`src/rtl/fix_pkg.sv`:
```
// Shared types and helpers for the FIX connection scheduler.
package fix_pkg;

    localparam int NUM_HOSTS = 4;

    typedef logic [1:0] host_addr_t;

    typedef enum logic [1:0] {
        IDLE = 2'd0,
        CONN = 2'd1,
        WAIT = 2'd2,
        DISC = 2'd3
    } sched_state_t;

    // One-hot host mask for a host index.
    function automatic logic [NUM_HOSTS-1:0] host_onehot(input host_addr_t idx);
        return 4'b0001 << idx;
    endfunction

    // Index of the lowest set bit; 0 when the mask is empty.
    function automatic host_addr_t lowest_set(input logic [NUM_HOSTS-1:0] mask);
        host_addr_t idx;
        idx = 2'd0;
        for (int i = NUM_HOSTS - 1; i >= 0; i--) begin
            idx = mask[i] ? host_addr_t'(i) : idx;
        end
        return idx;
    endfunction

endpackage

```
`src/rtl/fix_rr_pick.sv`:
```
// Combinational 4-way round-robin picker: first set mask bit at or after ptr,
// wrapping from host 3 back to host 0.
module fix_rr_pick
    import fix_pkg::*;
(
    input  logic [3:0] mask,
    input  logic [1:0] ptr,
    output logic       valid,
    output logic [1:0] index
);

    host_addr_t cand_s;

    // Scan from the farthest candidate to the nearest so the nearest one wins.
    always_comb begin
        valid  = 1'b0;
        index  = 2'd0;
        cand_s = 2'd0;
        for (int k = NUM_HOSTS - 1; k >= 0; k--) begin
            cand_s = ptr + host_addr_t'(k);
            valid  = valid | mask[cand_s];
            index  = mask[cand_s] ? cand_s : index;
        end
    end

endmodule

```
`src/rtl/fix_conn_scheduler.sv`:
```
// Multi-host connection scheduler: arbitrates per-host connect/disconnect
// requests onto the single TOE request channel, tracks session state from
// the acknowledges and retries connects that time out.
module fix_conn_scheduler
    import fix_pkg::*;
#(
    parameter int TIMEOUT_CYCLES = 256,
    parameter int MAX_RETRIES    = 3
) (
    input  logic       clk,
    input  logic       rst,
    input  logic [3:0] conn_req_i,
    input  logic [3:0] disc_req_i,
    input  logic       req_ready_i,
    input  logic       connected_i,
    input  logic [1:0] connected_host_addr_i,
    output logic       connect_req_o,
    output logic [1:0] connect_addr_o,
    output logic       disconnect_o,
    output logic [1:0] disconnect_host_num_o,
    output logic [3:0] host_connected_o,
    output logic [3:0] host_failed_o,
    output logic       busy_o
);

    localparam int TW = (TIMEOUT_CYCLES > 1) ? $clog2(TIMEOUT_CYCLES) : 1;
    localparam int RW = (MAX_RETRIES > 0) ? $clog2(MAX_RETRIES + 1) : 1;
    localparam logic [TW-1:0] TIMER_LAST = TW'(TIMEOUT_CYCLES - 1);
    localparam logic [RW-1:0] RETRY_MAX  = RW'(MAX_RETRIES);

    sched_state_t   state_r;
    host_addr_t     grant_r;
    host_addr_t     rr_ptr_r;
    logic [3:0]     disc_pend_r;
    logic [TW-1:0]  timer_r;
    logic [RW-1:0]  retry_cnt_r;

    logic           disc_any_s;
    host_addr_t     disc_idx_s;
    logic [3:0]     elig_s;
    logic           pick_valid_s;
    logic [1:0]     pick_idx_s;
    logic           ack_match_s;
    logic           timeout_s;
    logic           give_up_s;
    logic [3:0]     disc_clr_s;
    logic [3:0]     conn_set_s;
    logic [3:0]     conn_clr_s;
    logic [3:0]     fail_set_s;

    // Arbitration inputs and per-host bit updates derived from current state.
    assign disc_any_s  = |disc_pend_r;
    assign disc_idx_s  = lowest_set(disc_pend_r);
    assign elig_s      = conn_req_i & ~host_connected_o & ~host_failed_o & ~disc_pend_r;
    assign ack_match_s = connected_i && (connected_host_addr_i == grant_r);
    assign timeout_s   = (timer_r == TIMER_LAST);
    assign give_up_s   = (state_r == WAIT) && !ack_match_s && timeout_s &&
                         !(retry_cnt_r < RETRY_MAX);

    // A serviced disconnect clears its latch bit; a fresh pulse re-sets it below.
    assign disc_clr_s  = ((state_r == IDLE) && disc_any_s) ? host_onehot(disc_idx_s) : 4'b0000;
    assign conn_set_s  = ((state_r == WAIT) && ack_match_s) ? host_onehot(grant_r) : 4'b0000;
    assign conn_clr_s  = ((state_r == DISC) && disconnect_o && req_ready_i) ?
                         host_onehot(disconnect_host_num_o) : 4'b0000;
    assign fail_set_s  = give_up_s ? host_onehot(grant_r) : 4'b0000;

    fix_rr_pick u_rr_pick (
        .mask  (elig_s),
        .ptr   (rr_ptr_r),
        .valid (pick_valid_s),
        .index (pick_idx_s)
    );

    // Scheduler FSM with registered request outputs and per-host session state.
    always_ff @(posedge clk or posedge rst) begin
        if (rst) begin
            state_r               <= IDLE;
            grant_r               <= 2'd0;
            rr_ptr_r              <= 2'd0;
            disc_pend_r           <= 4'b0000;
            timer_r               <= '0;
            retry_cnt_r           <= '0;
            connect_req_o         <= 1'b0;
            connect_addr_o        <= 2'd0;
            disconnect_o          <= 1'b0;
            disconnect_host_num_o <= 2'd0;
            host_connected_o      <= 4'b0000;
            host_failed_o         <= 4'b0000;
            busy_o                <= 1'b0;
        end else begin
            disc_pend_r      <= (disc_pend_r & ~disc_clr_s) | disc_req_i;
            host_connected_o <= (host_connected_o & ~conn_clr_s) | conn_set_s;
            // Failure flag is held only while the app keeps requesting.
            host_failed_o    <= (host_failed_o | fail_set_s) & conn_req_i;

            case (state_r)
                IDLE: begin
                    if (disc_any_s) begin
                        if (host_connected_o[disc_idx_s]) begin
                            state_r               <= DISC;
                            disconnect_o          <= 1'b1;
                            disconnect_host_num_o <= disc_idx_s;
                            busy_o                <= 1'b1;
                        end else begin
                            // Nothing to tear down: the latch bit is simply dropped.
                            state_r <= IDLE;
                            busy_o  <= 1'b0;
                        end
                    end else if (pick_valid_s) begin
                        state_r        <= CONN;
                        connect_req_o  <= 1'b1;
                        connect_addr_o <= pick_idx_s;
                        grant_r        <= pick_idx_s;
                        retry_cnt_r    <= '0;
                        busy_o         <= 1'b1;
                    end else begin
                        state_r <= IDLE;
                        busy_o  <= 1'b0;
                    end
                end
                CONN: begin
                    if (req_ready_i) begin
                        state_r       <= WAIT;
                        connect_req_o <= 1'b0;
                        timer_r       <= '0;
                    end else begin
                        connect_req_o <= 1'b1;
                    end
                end
                WAIT: begin
                    if (ack_match_s) begin
                        // Acknowledge takes precedence over a coincident timeout.
                        state_r  <= IDLE;
                        rr_ptr_r <= grant_r + 2'd1;
                        busy_o   <= 1'b0;
                    end else if (timeout_s) begin
                        if (retry_cnt_r < RETRY_MAX) begin
                            state_r        <= CONN;
                            retry_cnt_r    <= retry_cnt_r + RW'(1);
                            connect_req_o  <= 1'b1;
                            connect_addr_o <= grant_r;
                        end else begin
                            state_r  <= IDLE;
                            rr_ptr_r <= grant_r + 2'd1;
                            busy_o   <= 1'b0;
                        end
                    end else begin
                        timer_r <= timer_r + TW'(1);
                    end
                end
                DISC: begin
                    if (req_ready_i) begin
                        state_r      <= IDLE;
                        disconnect_o <= 1'b0;
                        busy_o       <= 1'b0;
                    end else begin
                        disconnect_o <= 1'b1;
                    end
                end
                default: begin
                    state_r       <= IDLE;
                    connect_req_o <= 1'b0;
                    disconnect_o  <= 1'b0;
                    busy_o        <= 1'b0;
                end
            endcase
        end
    end

endmodule
```
`config.mk`:
```
export PLATFORM = sky130hd
export DESIGN_NAME = fix_conn_scheduler
export DESIGN_NICKNAME = d
export VERILOG_FILES = /design/src/rtl/fix_pkg.sv /design/src/rtl/fix_rr_pick.sv /design/src/rtl/fix_conn_scheduler.sv
export SDC_FILE = /design/constraint.sdc
export NUM_CORES = 1
export LEC_CHECK = 0
export BUFFER_PORTS_ARGS = -buffer_cell sky130_fd_sc_hd__buf_2
export CAP_MARGIN = 10
export CORE_UTILIZATION = 61
export DETAILED_ROUTE_END_ITERATION = 12
export PLACE_DENSITY = 0.89
export SLEW_MARGIN = 40
export SYNTH_ARGS = -nofsm -noshare
export SYNTH_HDL_FRONTEND = slang
export SYNTH_SLANG_ARGS = --single-unit
```
`constraint.sdc`:
```
create_clock -name clk -period 2.71 [get_ports clk]
set_input_delay 0.542 -clock clk [delete_from_list [all_inputs] [get_ports clk]]
set_output_delay 0.542 -clock clk [all_outputs]
set_load 0.01 [all_outputs]
```
==> impl_metrics.toml, run 1 <==
[critical_path]
critical_path.endpoint_type = "flop"
worst_ep_arrival_time_ps = 2400
cpPeakStageDelay_ps = 630
worst_setup_path_start_kind = "flop"
timing.setup.critical_path_class = "flop to flop"
timing.critical_path.buf_inv = 0
crit_family = "simple AND/OR/NAND/NOR gates"
critical_path_required_ps = 3000
timing.critical_path.slowest_stage_cell = "dfrtp_1"
path_max_fanout = 16
path_cells = "nor2b_1 > nand4_1 > o21ai_1 > or2_2 > a21boi_0"

[clock_network]
cts-htree-levels = 2
cts-resized-gates = 0
max-clock-path-buffers = 2
worstSkewPairLatency_ps = 360
path_clk_slew_ps = 120
ctsHoldBuffers = 0
root_buffer = "clkbuf_4"
tritoncts_clock_tree = "yes"
cts_sinks = 35
cts_setup_buffers = 0
cts_buffers = 5

[drt]
detailroute.via_count = 1713
drt_wl_total_um = 4270
drt_drc_violations_left = 0
routedWlPerCell_um = 15.0
drtAntennaViolNets = 0
via_per_inst = 6.03
detail_route.first_pass.iterations = 4
first_iter_violations = 106

[floorplanning]
initial_core_util_pct = 64.1
floorplan.die_area_sq_um = 3440
design.portCount = 29
dieHeight_um = 58.7
floorplan.core_area_sq_um = 3050
rows = 20
die_w_um = 58.7

[synthesis]
syn-num-nets = 229
synth_warnings = 0
synthDistinctLibCells = 53
post_synth.cell_area_avg_sq_um = 9.37
post_synth_inst_count = 209
yosys_register_bits = 35
synth_area_leader_cell = "dfrtp_1"
yosysTopAreaCellShare_pct = 44.7
synth_enable_flop_cells = 0
post_synth_instance_area_sq_um = 1960
synth-async-reset-ratio_pct = 100
yosys-top-cells-area = "dfrtp_1, nand2_1, ha_1"
synth_ff_type = "dfrtp_1"
yosysSeqAreaShare_pct = 44.7

[global_route]
grt_most_used_layer = "met2"
antenna_found_initial = 0
global_route_wire_length_before_repair_um = 7180
grt_pass1_vias = 1587
global_route_met2_usage_pct = 40.7
use_met1_pct = 39.1
use_met3_pct = 8.57
grt_use_total_pct = 28.0
grt_start_max_net_pins = 36
globalRouteOverflowTotal = 0

[timing]
fin_worst_skew_ps = 16.1
fin_tns_setup_ps = 0
setup_violations = 0
postLayoutSetupSlackWorst_ps = 598
final_min_period_over_clock_period_pct = 77.9
achievable-frequency_mhz = 473
rsz_0062_raised_after_global_routing = "false"
final-max-slew-violation-count = 0
hold_violations = 0
slew_headroom_pct = 59.2
tightest_slew_ps = 603
period_needed_ps = 2110

[worst_hold_path]
hold_path.class = "input port to asynchronous set/reset pin"

[placement]
post_place_setup_slack_ps = 628
detailed_place_hpwl_um = 3160
io_buffers = 28
gpl.final_weighted_congestion = 0.878

[finish]
area_growth_syn_to_layout_pct = 12.3
final_cell_mix = "dfrtp_1, buf_2, nand2_1, nor2_1, a21oi_1"
nNetsFinal = 259
antenna_cells_inserted = 0
final_layout_size_suffix_gt1_share_pct = 21.3
layout_commonest_cell = "dfrtp_1"

[power]
worst_voltage_drop_across_the_vdd_grid_mv = 0.449
leakagePower_nw = 0.987
power_per_cell_area_nw_per_um2 = 756

[job]
max-cap-violations = 0

[outcome]
status = "completed"
final cells by class:
type | count | area, sq um
Timing Repair Buffer | 30 | 155
Inverter | 8 | 30.0
Tap cell | 44 | 55.1
Multi-Input combinational cell | 159 | 1020
Sequential cell | 35 | 876
Clock inverter | 3 | 20.0
Fill cell | 243 | 855
Clock buffer | 5 | 37.5
power by group:
| part | leakage [nW] | switching [mW] | total (mW) | internal [mW] |
|---|---|---|---|---|
| combinational | 0.521 | 0.297 | 0.536 | 0.240 |
| sequential | 0.439 | 0.192 | 0.836 | 0.644 |
| clock | 0.0272 | 0.191 | 0.289 | 0.0989 |
synth_stat cells, types with 3 or more instances:
library cell  count
xor2_1            3
or3_1             3
nand3_1           6
nand4_1           3
nor2b_1           6
and3_1            3
nor2_1           17
o211ai_1          3
nand2b_1          5
nand2_1          23
nor3_1            4
inv_1             8
ha_1              6
a21oi_1          13
dfrtp_1          35
a22o_1            3
nor4b_1           4
o21ai_0          12
or2_2             3
clkbuf_1          6
path summary, 6_finish.rpt:
| path | depth (start not counted) | end | slack, ps | startpoint |
|---|---|---|---|---|
| setup / recovery | 5 | state_r[0] | 600 | state_r[1] |
| hold / removal | 3 | disc_pend_r[3] | 240 | rst |
| setup reg to reg | 5 | state_r[0] | 600 | state_r[1] |
| hold reg to reg | 2 | busy_o | 480 | busy_o |
| max in group asynchronous | 3 | timer_r[3] | 2140 | rst |
| min in group clk | 2 | disc_pend_r[0] | 350 | disc_req_i[0] |
logic make-up after synthesis:
| family | synth area share [%] |
|---|---|
| flip-flops | 44.7 |
| buffers and inverters | 2.94 |
| XOR/XNOR | 2.24 |
| AND/OR/NAND/NOR | 25.2 |
| multiplexers | 2.17 |
| AO/OA/AOI/OAI | 18.9 |
| adder cells (fa/ha/maj) | 3.83 |
sequential cells by signal (all words and copies together), names as in the netlist:
name,count
busy_o,1
connect_addr_o,2
connect_req_o,1
disc_pend_r,4
disconnect_host_num_o,2
disconnect_o,1
grant_r,2
host_connected_o,4
host_failed_o,4
retry_cnt_r,2
rr_ptr_r,2
state_r,2
timer_r,8
metrics by stage:
stage                     area (sq um)  power [mW]  util [%]  hold slack (ps)  cells
after floorplan                   1960        1.19         -              468    209
after global placement            2140        1.36      70.1              454    276
after detailed placement          2140        1.37      70.1              456    276
after CTS                         2200        1.66      72.0              261    284
after global routing              2200        1.78      72.0              291    284
final                             2200        1.66      72.0              243    284
worst register-to-register path, stage by stage, from the launching register on:
cell	delay, ps
dfrtp_1	630
nor2b_1	450
nand4_1	270
o21ai_1	340
or2_2	220
a21boi_0	160
layer usage:
layer / wire (um) / vias up / share of wire (%)
met2: 1900 / 60 / 44
met5: 0 / - / 0
met4: 53 / 0 / 1.2
met1: 2050 / 828 / 48
met3: 269 / 6 / 6.3
li1: - / 819 / -
(Power assumes the default switching activity.)
==> run 2: changes to the inputs <==
ABC_AREA = 1   (was default)
CORE_UTILIZATION = 52   (was 61)
PLACE_DENSITY = 0.8   (was 0.89)
clock period = 1.9 ns   (was 2.71 ns; I/O delays follow)
==> impl_metrics.toml, run 2 <==
[timing]
hold_violations = 0
tightest_slew_ps = 437
postLayoutSetupSlackWorst_ps = 272
rsz_0062_raised_after_global_routing = "false"
fin_tns_setup_ps = 0
setup_violations = 0
fin_worst_skew_ps = 6.82
period_needed_ps = 1630
achievable-frequency_mhz = 614
final_min_period_over_clock_period_pct = 85.7
final-max-slew-violation-count = 0
slew_headroom_pct = 70.9

[clock_network]
path_clk_slew_ps = 70
cts-resized-gates = 0
worstSkewPairLatency_ps = 290
cts_sinks = 35
cts_buffers = 5
cts_setup_buffers = 0
tritoncts_clock_tree = "yes"
cts-htree-levels = 2
ctsHoldBuffers = 0
root_buffer = "clkbuf_8"
max-clock-path-buffers = 2

[finish]
nNetsFinal = 340
antenna_cells_inserted = 0
max_flop_register = "timer_r"
final_cell_mix = "nand2_1, inv_1, dfrtp_1"
final_layout_size_suffix_gt1_share_pct = 22.7
layout_commonest_cell = "nand2_1"
fin_util_pct = 64.7
largest_register_ffs = 8
area_growth_syn_to_layout_pct = 14.3

[global_route]
grt_pass1_vias = 1830
global_route_wire_length_before_repair_um = 8030
antenna_found_initial = 0
grt_start_max_net_pins = 36
globalRouteOverflowTotal = 0
grt_use_total_pct = 24.3

[drt]
drt_drc_violations_left = 0
drt_wl_total_um = 4590
routedWlPerCell_um = 12.4
detailroute.via_count = 1884
first_iter_violations = 168
drtAntennaViolNets = 0
via_per_inst = 5.11
detail_route.first_pass.iterations = 4

[power]
power_per_cell_area_nw_per_um2 = 1070
leakagePower_nw = 1.34
worst_voltage_drop_across_the_vdd_grid_mv = 0.498

[synthesis]
synth_warnings = 0
yosys-top-cells-area = "dfrtp_1, nand2_1, inv_1"
post_synth.cell_area_avg_sq_um = 7.56
synth_area_leader_cell = "dfrtp_1"
synthDistinctLibCells = 30
synth-async-reset-ratio_pct = 100
syn-num-nets = 304
synth_commonest_cells = "nand2_1, inv_1, dfrtp_1"
synth_enable_flop_cells = 0
yosysSeqAreaShare_pct = 40.8
yosys_register_bits = 35
yosys.cell_count.top_type = "nand2_1"
post_synth_inst_count = 284
yosysTopAreaCellShare_pct = 40.8
synth_ff_type = "dfrtp_1"
post_synth_instance_area_sq_um = 2150

[placement]
post_place_setup_slack_ps = 284
detailed_place_hpwl_um = 3590
gpl.final_weighted_congestion = 0.844
io_buffers = 28

[outcome]
status = "completed"

[floorplanning]
floorplan.core_area_sq_um = 3800
design.portCount = 29
die_w_um = 66.3
dieHeight_um = 66.3
floorplan.die_area_sq_um = 4390
rows = 22
initial_core_util_pct = 56.6

[critical_path]
critical_path.endpoint_type = "flop"
timing.critical_path.slowest_stage_cell = "dfrtp_1"
path_max_fanout = 8
crit_family = "simple AND/OR/NAND/NOR gates"
timing.setup.critical_path_class = "flop to flop"
critical_path_required_ps = 2080
worst_ep_arrival_time_ps = 1800
timing.critical_path.buf_inv = 4
path_cells = "inv_2 > o21ai_1 > nor2_1 > nand2_1 > inv_2 > nand2_4 > nand2_4 > inv_4 > nand3_2 > inv_2 > a21oi_1 > nor2_1"
cpPeakStageDelay_ps = 420
cp_common_cell = "inv_2"
worst_setup_path_start_kind = "flop"

[worst_hold_path]
hold_path.class = "input port to asynchronous set/reset pin"

[job]
max-cap-violations = 0
==> run 2: changes by cell type after synthesis, sizes merged, moves of 4 or more <==
cell / before / now
inv: 8 / 50
clkbuf: 6 / 0
nand2: 23 / 75
nor4b: 4 / 0
o21ai: 13 / 20
nand2b: 5 / 0
nor2: 17 / 36
nor2b: 6 / 0
nand3: 6 / 31
or4b: 4 / 0
==> run 2: worst reg2reg max path, delay by kind of cell, from the launching register on <==
kind,cells,cell delay [ps]
compound gates,2,190
buf+inv,4,390
flops,1,420
simple gates,6,520
==> run 2: final cells by class <==
type / instances / area [sq um]
inverters: 50 / 190
repair buffers: 30 / 155
multi-input cells: 198 / 1070
well taps: 48 / 60.1
flip-flops and latches: 35 / 876
clock buffers: 8 / 100
fillers: 354 / 1340
==> run 2: final timing paths <==
kind                                             to     startpoint  slack [ps]  depth (start not counted)
setup / recovery                         timer_r[6]     grant_r[0]         270                         12
hold / removal             disconnect_host_num_o[1]            rst         180                          3
setup reg to reg                         timer_r[6]     grant_r[0]         270                         12
hold reg to reg                          timer_r[6]     timer_r[6]         500                          2
max in group asynchronous                timer_r[0]            rst        1410                          3
min in group clk                     disc_pend_r[3]  disc_req_i[3]         260                          2
==> run 2: metal layers <==
metal | track usage [%] | part of all wire [%] | wire length [um] | up-vias
met3 | 4.48 | 3.2 | 148 | 9
met4 | 10.4 | 1.7 | 78 | 0
li1 | - | - | - | 967
met2 | 39.0 | 46 | 2130 | 39
met5 | 0 | 0 | 0 | -
met1 | 31.9 | 49 | 2230 | 869
==> run 2: logic make-up (layout without fill, tap and decap cells) <==
family                   count (synthesis)  count (layout)  synth area share, %
flip-flops                              35              35                 40.8
adder cells (fa/ha/maj)                  6               6                 3.49
AO/OA/AOI/OAI                           39              39                 10.3
AND/OR/NAND/NOR                        150             150                 35.0
buffers and inverters                   51              88                 9.20
XOR/XNOR                                 3               3                 1.22
==> run 2: where the power goes <==
group,switching [mW],total [mW],internal [mW]
combinational,0.674,1.03,0.353
clock,0.261,0.592,0.331
sequential,0.120,1.00,0.883
==> run 2: stage by stage <==
| stage | cell area, sq um | power, mW | hold slack, ps | cells |
|---|---|---|---|---|
| 2_1_floorplan | 2150 | 1.77 | 463 | 284 |
| 3_3_place_gp | 2360 | 1.99 | 464 | 361 |
| 3_5_place_dp | 2360 | 2.04 | 480 | 361 |
| 4_1_cts | 2460 | 2.64 | 188 | 369 |
| 5_1_grt | 2460 | 2.81 | 243 | 369 |
| 6_report | 2460 | 2.62 | 178 | 369 |
